**src/rtl/sig_gen_defs.sv**
```systemverilog
// Shared constants and state encoding for the sweep sequencer and its divider.
package sig_gen_defs;

  localparam int unsigned CLK_HZ    = 100_000_000;
  localparam int unsigned F_MAX     = 2828;
  localparam int unsigned SPC_LOG2  = 13;
  localparam int unsigned DVD_W     = 36;
  localparam int unsigned DVS_W     = 25;
  localparam int unsigned DIV_STEPS = 36;

  typedef enum logic [2:0] {
    ST_IDLE,
    ST_CHECK,
    ST_DIVIDE,
    ST_PUBLISH,
    ST_DWELL,
    ST_NEXT
  } state_e;

  function automatic logic cfg_legal(logic [11:0] fs, logic [11:0] fe, logic [11:0] fi);
    return (fs != 12'd0) && (fi != 12'd0) && (fs <= fe) && (fe <= 12'(F_MAX));
  endfunction

endpackage

```
**src/rtl/serial_div.sv**
```systemverilog
// Restoring divider, one quotient bit per cycle; the first bit is resolved on the go edge.
module serial_div
  import sig_gen_defs::*;
(
  input  logic             CLOCK,
  input  logic             reset_n,
  input  logic             go,
  input  logic [DVD_W-1:0] dividend,
  input  logic [DVS_W-1:0] divisor,
  output logic [DVD_W-1:0] quotient,
  output logic             rdy
);

  logic [DVS_W-1:0] rem_q, rem_d;
  logic [DVD_W-1:0] quo_q, quo_d;
  logic [DVS_W-1:0] dvs_q, dvs_d;
  logic [5:0]       cnt_q, cnt_d;
  logic             act_q, act_d;
  logic             rdy_q, rdy_d;

  logic [DVS_W-1:0] r_in;
  logic [DVD_W-1:0] q_in;
  logic [DVS_W-1:0] d_in;
  logic [DVS_W+DVD_W-1:0] stp;

  // quo holds the unconsumed dividend bits above and the quotient bits shifted in below
  function automatic logic [DVS_W+DVD_W-1:0] div_step(logic [DVS_W-1:0] r,
                                                      logic [DVD_W-1:0] q,
                                                      logic [DVS_W-1:0] d);
    logic [DVS_W:0] t;
    logic [DVS_W:0] diff;
    t = {r, q[DVD_W-1]};
    diff = t - {1'b0, d};
    if (t >= {1'b0, d})
      return {diff[DVS_W-1:0], q[DVD_W-2:0], 1'b1};
    else
      return {t[DVS_W-1:0], q[DVD_W-2:0], 1'b0};
  endfunction

  always_comb begin
    r_in  = go ? '0 : rem_q;
    q_in  = go ? dividend : quo_q;
    d_in  = go ? divisor : dvs_q;
    stp   = div_step(r_in, q_in, d_in);
    rem_d = rem_q;
    quo_d = quo_q;
    dvs_d = dvs_q;
    cnt_d = cnt_q;
    act_d = act_q;
    rdy_d = 1'b0;
    if (go) begin
      rem_d = stp[DVS_W+DVD_W-1:DVD_W];
      quo_d = stp[DVD_W-1:0];
      dvs_d = divisor;
      cnt_d = 6'(DIV_STEPS - 1);
      act_d = 1'b1;
    end else if (act_q) begin
      rem_d = stp[DVS_W+DVD_W-1:DVD_W];
      quo_d = stp[DVD_W-1:0];
      cnt_d = cnt_q - 6'd1;
      if (cnt_q == 6'd1) begin
        act_d = 1'b0;
        rdy_d = 1'b1;
      end
    end
  end

  always_ff @(posedge CLOCK or negedge reset_n) begin
    if (!reset_n) begin
      cnt_q <= '0;
      act_q <= 1'b0;
      rdy_q <= 1'b0;
    end else begin
      cnt_q <= cnt_d;
      act_q <= act_d;
      rdy_q <= rdy_d;
    end
  end

  always_ff @(posedge CLOCK) begin
    rem_q <= rem_d;
    quo_q <= quo_d;
    dvs_q <= dvs_d;
  end

  assign quotient = quo_q;
  assign rdy      = rdy_q;

endmodule

```
**src/rtl/sweep_ctrl.sv**
```systemverilog
// Frequency-sweep sequencer: steps f_start..f_stop, computes each half-period count
// with serial_div, publishes it over valid/ack and dwells for a number of sample ticks.
module sweep_ctrl
  import sig_gen_defs::*;
#(
  parameter int unsigned DWELL_W = 16
) (
  input  logic               CLOCK,
  input  logic               reset_n,
  input  logic               start,
  input  logic               abort,
  input  logic [11:0]        f_start,
  input  logic [11:0]        f_stop,
  input  logic [11:0]        f_inc,
  input  logic [7:0]         step,
  input  logic [DWELL_W-1:0] dwell,
  input  logic               tick_in,
  output logic               cfg_valid,
  input  logic               cfg_ack,
  output logic [11:0]        cfg_freq,
  output logic [31:0]        cfg_half,
  output logic               busy,
  output logic               done,
  output logic               err
);

  localparam logic [DVD_W-1:0] CLK_HZ_W = DVD_W'(CLK_HZ);

  state_e state_q, state_d;
  logic               cfg_valid_q, cfg_valid_d;
  logic [11:0]        cfg_freq_q, cfg_freq_d;
  logic [31:0]        cfg_half_q, cfg_half_d;
  logic               busy_q, busy_d;
  logic               done_q, done_d;
  logic               err_q, err_d;
  logic [DWELL_W-1:0] cnt_q, cnt_d;
  logic               tick_prev_q;
  logic [11:0]        fs_q, fs_d, fe_q, fe_d, fi_q, fi_d, cur_q, cur_d;
  logic [7:0]         step_q, step_d;

  logic               tick_edge;
  logic [12:0]        nxt;
  logic [DWELL_W:0]   cnt_inc;
  logic [DWELL_W:0]   dwell_tgt;
  logic               go;
  logic [11:0]        div_freq;
  logic [DVD_W-1:0]   dividend;
  logic [DVS_W-1:0]   divisor;
  logic [DVD_W-1:0]   quotient;
  logic               div_rdy;

  function automatic logic [31:0] sat32(logic [DVD_W-1:0] q);
    return (|q[DVD_W-1:32]) ? 32'hFFFF_FFFF : q[31:0];
  endfunction

  function automatic logic [31:0] halve(logic [31:0] v);
    return {1'b0, v[31:1]};
  endfunction

  assign tick_edge = tick_in & ~tick_prev_q;
  assign nxt       = {1'b0, cur_q} + {1'b0, fi_q};
  assign cnt_inc   = {1'b0, cnt_q} + 1'b1;
  assign dwell_tgt = (dwell == '0) ? (DWELL_W+1)'(1) : {1'b0, dwell};
  assign dividend  = CLK_HZ_W * {28'd0, step_q};
  assign divisor   = {div_freq, 13'd0};

  serial_div u_div (
    .CLOCK    (CLOCK),
    .reset_n  (reset_n),
    .go       (go),
    .dividend (dividend),
    .divisor  (divisor),
    .quotient (quotient),
    .rdy      (div_rdy)
  );

  always_comb begin
    state_d     = state_q;
    cfg_valid_d = cfg_valid_q;
    cfg_freq_d  = cfg_freq_q;
    cfg_half_d  = cfg_half_q;
    done_d      = 1'b0;
    err_d       = 1'b0;
    cnt_d       = cnt_q;
    fs_d        = fs_q;
    fe_d        = fe_q;
    fi_d        = fi_q;
    step_d      = step_q;
    cur_d       = cur_q;
    go          = 1'b0;
    div_freq    = cur_q;
    case (state_q)
      ST_IDLE: begin
        if (start) begin
          fs_d    = f_start;
          fe_d    = f_stop;
          fi_d    = f_inc;
          step_d  = step;
          state_d = ST_CHECK;
        end
      end
      ST_CHECK: begin
        if (cfg_legal(fs_q, fe_q, fi_q)) begin
          cur_d    = fs_q;
          div_freq = fs_q;
          go       = 1'b1;
          state_d  = ST_DIVIDE;
        end else begin
          err_d   = 1'b1;
          state_d = ST_IDLE;
        end
      end
      ST_DIVIDE: begin
        if (div_rdy) begin
          cfg_freq_d  = cur_q;
          cfg_half_d  = halve(sat32(quotient));
          cfg_valid_d = 1'b1;
          state_d     = ST_PUBLISH;
        end
      end
      ST_PUBLISH: begin
        if (cfg_ack) begin
          cfg_valid_d = 1'b0;
          cnt_d       = '0;
          state_d     = ST_DWELL;
        end
      end
      ST_DWELL: begin
        if (tick_edge) begin
          if (cnt_inc >= dwell_tgt) state_d = ST_NEXT;
          else                      cnt_d   = cnt_inc[DWELL_W-1:0];
        end
      end
      ST_NEXT: begin
        // overshooting points are dropped, never published
        if (nxt > {1'b0, fe_q}) begin
          done_d  = 1'b1;
          state_d = ST_IDLE;
        end else begin
          cur_d    = nxt[11:0];
          div_freq = nxt[11:0];
          go       = 1'b1;
          state_d  = ST_DIVIDE;
        end
      end
      default: state_d = ST_IDLE;
    endcase
    if (abort) begin
      state_d     = ST_IDLE;
      cfg_valid_d = 1'b0;
      done_d      = 1'b0;
      err_d       = 1'b0;
      go          = 1'b0;
    end
    // a start that will be rejected never raises busy
    busy_d = (state_d != ST_IDLE);
    if (state_q == ST_IDLE && !cfg_legal(f_start, f_stop, f_inc)) busy_d = 1'b0;
  end

  always_ff @(posedge CLOCK or negedge reset_n) begin
    if (!reset_n) begin
      state_q     <= ST_IDLE;
      cfg_valid_q <= 1'b0;
      cfg_freq_q  <= '0;
      cfg_half_q  <= '0;
      busy_q      <= 1'b0;
      done_q      <= 1'b0;
      err_q       <= 1'b0;
      cnt_q       <= '0;
      tick_prev_q <= 1'b0;
    end else begin
      state_q     <= state_d;
      cfg_valid_q <= cfg_valid_d;
      cfg_freq_q  <= cfg_freq_d;
      cfg_half_q  <= cfg_half_d;
      busy_q      <= busy_d;
      done_q      <= done_d;
      err_q       <= err_d;
      cnt_q       <= cnt_d;
      tick_prev_q <= tick_in;
    end
  end

  always_ff @(posedge CLOCK) begin
    fs_q   <= fs_d;
    fe_q   <= fe_d;
    fi_q   <= fi_d;
    step_q <= step_d;
    cur_q  <= cur_d;
  end

  assign cfg_valid = cfg_valid_q;
  assign cfg_freq  = cfg_freq_q;
  assign cfg_half  = cfg_half_q;
  assign busy      = busy_q;
  assign done      = done_q;
  assign err       = err_q;

endmodule

```
**config.mk**
```make
export PLATFORM = sky130hd
export DESIGN_NAME = sweep_ctrl
export DESIGN_NICKNAME = d
export VERILOG_FILES = /design/src/rtl/sig_gen_defs.sv /design/src/rtl/serial_div.sv /design/src/rtl/sweep_ctrl.sv
export SDC_FILE = /design/constraint.sdc
export NUM_CORES = 1
export LEC_CHECK = 0
export BUFFER_PORTS_ARGS = -buffer_cell sky130_fd_sc_hd__buf_2
export CAP_MARGIN = 20
export CORE_MARGIN = 10
export CORE_UTILIZATION = 30
export DETAILED_ROUTE_END_ITERATION = 6
export PLACE_DENSITY = 0.48
export SYNTH_ARGS = -nofsm -noshare
export SYNTH_HDL_FRONTEND = slang
export SYNTH_SLANG_ARGS = --single-unit
export TNS_END_PERCENT = 5
```
**constraint.sdc**
```tcl
create_clock -name CLOCK -period 12.55 [get_ports CLOCK]
set_input_delay 1.255 -clock CLOCK [delete_from_list [all_inputs] [get_ports CLOCK]]
set_output_delay 1.255 -clock CLOCK [all_outputs]
set_load 0.02 [all_outputs]
```
-- Word level (Yosys, flattened, before mapping)
Index checks and enable logic that the tools add are counted.
- bits of input ports: 66
- register bits: 217
- order comparisons: 7
- multipliers: 1
- reduce and logical (&&, ||, !) cells: 23
- muxes and demuxes: 49
- bitwise logic cells: 2
- equality and inequality tests: 11
- add/subtract/negate cells: 4
- operators by type and width (operator ; number):
    2-to-1 mux 36 bit ; 3
    2-to-1 mux 25 bit ; 4
    2-to-1 mux 16 bit ; 4
    2-to-1 mux 61 bit ; 1
    nonzero test 12 bit ; 4
    2-to-1 mux 32 bit ; 1
    one-hot mux 16 bit (2 select lines) ; 1
    multiplier 19 x 8 -> 27 bit, first input constant ; 1
    greater-or-equal comparator 26 x 25 -> 1 bit ; 1
    subtractor 25 bit ; 1
    less-or-equal comparator 12 bit ; 2
    less-or-equal comparator 12 bit, second input constant ; 2
    2-to-1 mux 12 bit ; 2
    one-hot mux 12 bit (2 select lines) ; 1
    2-to-1 mux 1 bit ; 19
    2-to-1 mux 3 bit ; 6
    one-hot mux 3 bit (6 select lines) ; 1
    adder 16 x 1 -> 17 bit, second input constant ; 1
    greater-or-equal comparator 17 x 16 -> 1 bit ; 1
    logical NOT 16 bit ; 1
    adder 12 x 12 -> 13 bit ; 1
    > comparator 13 x 12 -> 1 bit ; 1
    2-to-1 mux 6 bit ; 2
    logical AND 1 bit ; 7
    other kinds (20) ; 29

-- Logic depth before layout (Yosys ltp)
- depth in word-level cells: 12
- gate-level depth with buffers: 39
- mapped depth without buffers: 36

-- Modules after synthesis
A second synthesis with hierarchy kept.
- cells, all modules: 1327
- area total of the unflattened synthesis: 14383.8 µm²
- modules (own cells, without submodules) (module ; sequential area each (µm²) ; instances ; cells each ; area each (µm²)):
    sweep_ctrl ; 3238.1 ; 1 ; 817 ; 8942.3
    serial_div ; 2532.4 ; 1 ; 510 ; 5441.5

-- Worst setup path before layout
No wires, ideal clock.
- path type: register to register
- start: reg fi_q[1]
- end: reg u_div.rem_q[6], data pin
- arrival: 7.654 ns
- period minus slack after synthesis: 7.912 ns
- required time: 12.291 ns
- stages on the path, launching flop included: 39
- slack: 4.638 ns
- cells stage by stage: edfxtp_1 -> ha_1 -> a21o_1 -> a21oi_1 -> o21bai_1 -> a21oi_1 -> o21bai_1 -> a21oi_1 -> o21bai_1 -> a2111oi_0 -> o31a_1 -> nor2_1 -> ha_1 -> nand3_1 -> nor4_1 -> a21oi_1 -> o31ai_1 -> or4b_1 -> [... 3 more ...] -> clkbuf_1 -> buf_1 -> nand2_1 -> ha_1 -> inv_1 -> fa_1 -> a21oi_1 -> o21bai_1 -> a21oi_1 -> o211ai_1 -> a21oi_1 -> o21ai_0 -> a222oi_1 -> a211oi_2 -> nor2_4 -> buf_6 -> o21ai_1 -> a211o_1
- word-level cells in the longest chain between the ends: 12
- elaborated cells between the ends (all ways): 21
- ends and longest elaborated chain (element ; RTL line ; RTL):
    from (decl) ; sweep_ctrl.sv:38 ; logic [11:0] fs_q, fs_d, fe_q, fe_d, fi_q, fi_d, cur_q, cur_d;
    from (signal assigned) ; sweep_ctrl.sv:187 ; fi_q <= fi_d;
    branches (longest 11 deep; another with subtractor 25 bit) ; n/a ;
    2-to-1 mux 25 bit * ; serial_div.sv:51 ; if (go) begin
    via u_div.rem_d[6] ; serial_div.sv:14 ; logic [DVS_W-1:0] rem_q, rem_d;
    to (signal assigned) ; serial_div.sv:81 ; rem_q <= rem_d;
    to (decl) ; serial_div.sv:14 ;
Mark *: on every way through the listed nets, which the timed path passes. The select of a mux whose other input is x is not followed.
A chain may end at the register's enable or synchronous reset.

-- Final worst setup path
- start: reg fi_q[1]
- end: reg u_div.rem_q[18], data pin
The elaborated chain is that of the path after synthesis.

==> results.py <==
metrics = {
    "worst_setup_path": {
        "crit_arrival_ps": 9450,
        "worstPathRequired_ps": 12840,
        "slowest_stage": "a222oi_1",
        "crit_fanout": 56,
        "critPathLaunchType": "flip-flop",
        "worstSetupPathType": "reg -> reg",
        "endpoint_kind": "flip-flop",
        "path_common_cell": "a21oi_1",
        "cp_slowest_stage_delay_ps": 890,
    },
    "timing": {
        "grt_setup_unrepaired": "false",
        "hold_viol": 0,
        "finalCriticalPeriod_ps": 9164,
        "clock.fmax_ghz": 0.1091,
        "whs_ps": 439.7,
        "slew_viol_final": 0,
        "period_share": 0.7302,
        "clock_skew_ps": 12.45,
        "setup_tns_ps": 0,
        "slew-limit-headroom": 0.3477,
        "worst_pin_slew_ps": 978.4,
        "setup_viol": 0,
    },
    "cts": {
        "clockBufferDepth": 3,
        "clk_latency_ps": 550,
        "cts_resized": 0,
        "hold_buffers": 0,
        "cts_tree": "yes",
        "cts_num_sinks": 217,
        "cts.reportedPaths.clkPinSlew_ps": 60,
        "htree_levels": 1,
        "cts-buffers-inserted": 27,
        "cts_root_buf": "clkbuf_16",
        "cts_setup_buffers": 0,
    },
    "synthesis": {
        "yosys.area.top_type_share": 0.2245,
        "async_flop_share": 0.3456,
        "avgSynthCellArea_sq_um": 9.941,
        "yosysTopAreaCell": "edfxtp_1",
        "synth_nets": 1662,
        "synth_seq_cells": 217,
        "synth.area.top_cells": "edfxtp_1 22%, dfrtp_1 13%, ha_1 12%, fa_1 6.1%, dfxtp_1 5.3%",
        "ys_seq_area_frac": 0.4108,
        "synth_cells": 1413,
        "ys.warnings.count": 0,
        "synth_cell_types": 71,
        "netlist_area_sq_um": 14050,
        "synth-edff-count": 105,
        "ys.flop_type": "edfxtp_1",
    },
    "die": {
        "die_w_microns": 236.4,
        "die-height_microns": 236.4,
        "io_pins": 114,
        "num_rows": 79,
        "core_area_sq_um": 46460,
        "die_area_sq_um": 55880,
        "start_util": 0.3023,
    },
    "grt": {
        "overflow": 0,
        "grt_pass1_vias": 10900,
        "grt_max_degree": 57,
        "antenna_found_initial": 0,
        "grt_usage": 0.1276,
        "grt_pass1_wl_microns": 59680,
    },
    "detailed_routing": {
        "dr_total_vias": 10500,
        "ant_nets": 0,
        "wl_per_cell_microns": 16.78,
        "finalWirelength_microns": 36060,
        "first_pass_iters": 4,
        "viasPerCell": 4.885,
        "drtIter0Drc": 568,
        "drc": 0,
    },
    "place": {
        "port-buffer-count": 112,
        "gp_congestion": 0.8598,
        "place_hpwl_microns": 27070,
    },
    "power": {
        "p_per_area_nw_per_um2": 247.7,
        "switching_power_uw": 1633,
        "ir_worst_vdd_mv": 0.1100,
        "finalPower_uw": 4015,
        "internal_power_uw": 2382,
        "power.share.combinational": 0.513,
        "power_frac_seq": 0.288,
        "clkPwrFrac": 0.199,
        "switching_share": 0.4067,
        "leakagePower_uw": 0.007586,
    },
    "final_layout": {
        "drive_gt1_frac": 0.1278,
        "final_util": 0.3489,
        "finalNetCount": 1770,
        "area_growth_pct": 15.40,
        "antenna_cells": 0,
    },
    "outcome": {
        "status": "complete, no violations",
    },
    "job": {
        "cap_violations": 0,
    },
    "hold_path": {
        "holdCritPathClass": "reg -> reg",
    },
}
[cells in the mapped netlist, types with 13 or more instances]
cell type	instances
clkbuf_1	34
xnor2_1	34
ha_1	140
a31oi_1	13
mux2_2	14
and3_1	41
o31ai_1	13
nand2b_1	20
nand3_1	35
nand2_1	112
dfxtp_1	37
nor4_1	24
a21o_1	38
dfrtp_1	75
nor2b_1	17
a21oi_1	73
o22a_1	31
edfxtp_1	105
nor2_1	109
xor2_1	19
fa_1	43
inv_1	144
nand4_1	18
o211ai_1	13
nor3_1	22
o21ai_0	57
[power by group through the flow]
| stage | sequential, uW | clock, uW | combinational (uW) |
|---|---|---|---|
| floorplan | 1150 | 0 | 1560 |
| global placement | 1170 | 0 | 2050 |
| detailed placement | 1170 | 0 | 2050 |
| CTS | 1160 | 829 | 2070 |
| global route | 1180 | 852 | 2340 |
| finish | 1160 | 799 | 2060 |
[placed cells by master (no fill, tap or decap), drive strengths merged, types with 34 or more instances in the layout]
master | synthesis | routed
nand2 | 112 | 112
a21o | 38 | 38
dfxtp | 37 | 37
nand3 | 35 | 35
xnor2 | 34 | 34
nor2 | 110 | 110
dfrtp | 75 | 75
fa | 43 | 43
o21ai | 63 | 63
inv | 145 | 147
buf | 11 | 124
edfxtp | 105 | 105
a21oi | 73 | 73
and3 | 41 | 41
clkbuf | 34 | 43
ha | 140 | 140
[final cells by class]
type	instances	area, sq um
Clock buffer	43	817.0
Inverter	145	544.3
Sequential cell	217	5771
Tap cell	607	759.5
Multi-Input combinational cell	1006	7560
Clock inverter	7	92.59
Timing Repair Buffer	124	665.6
Fill cell	4760	30250
[cells by family after synthesis]
family                     after synthesis  synth area share
DFF                                    217            0.4108
buffers and inverters                  190           0.05202
AOI/OAI and AO/OA                      325            0.1558
adders and majority gates              183            0.1860
and+or+nand+nor                        424            0.1464
xor gates and xnor gates                53           0.03305
muxes                                   20           0.01568
other                                    1         0.0002670
[through the flow]
| stage | worst slack, ps | area (sq um) | std cells |
|---|---|---|---|
| after floorplan | 4638 | 14050 | 1413 |
| after global routing | 2311 | 16210 | 2149 |
| after global placement | 3555 | 15280 | 2098 |
| final | 3386 | 16210 | 2149 |
| after detailed placement | 3425 | 15280 | 2098 |
| after CTS | 3361 | 16190 | 2148 |
[state kept, by name (all words and copies together), names as in the netlist]
name,cells
u_div.quotient,36
step_q,8
state_q,3
fi_q,12
u_div.rem_q,25
cnt_q,16
cfg_half,31
tick_prev_q,1
fe_q,12
cur_q,12
err,1
u_div.rdy,1
cfg_freq,12
busy,1
fs_q,12
done,1
u_div.cnt_q,6
u_div.dvs_q,25
u_div.act_q,1
cfg_valid,1
[worst max-delay path: cells and delay by family (launching register included)]
family | cells | cell delay (ps)
AO/OA/AOI/OAI | 19 | 4110
adder cells (fa/ha/maj) | 3 | 900
buffers and inverters | 3 | 1000
flip-flops | 1 | 420
multiplexers | 1 | 420
AND/OR/NAND/NOR | 7 | 1990
[per-layer routing]
metal | up-vias | share of wire | wire, microns | GRT usage
li1 | 5291 | - | - | -
met1 | 5018 | 0.49 | 17660 | 0.1753
met2 | 149 | 0.46 | 16470 | 0.2065
met3 | 39 | 0.038 | 1374 | 0.01883
met4 | 0 | 0.016 | 563 | 0.03030
met5 | - | 0 | 0 | 0
[path summary, 6_finish.rpt]
path	start	depth (start not counted)	to	slack (ps)
min in group asynchronous	reset_n	1	cfg_freq[7]	700
setup reg to reg	fi_q[1]	33	u_div.rem_q[18]	3390
max in group asynchronous	reset_n	2	cfg_half[0]	10880
hold reg to reg	u_div.dvs_q[5]	2	u_div.dvs_q[5]	440
setup / recovery	fi_q[1]	33	u_div.rem_q[18]	3390
hold / removal	u_div.dvs_q[5]	2	u_div.dvs_q[5]	440
Note: power is estimated with default switching activity, not from simulation.
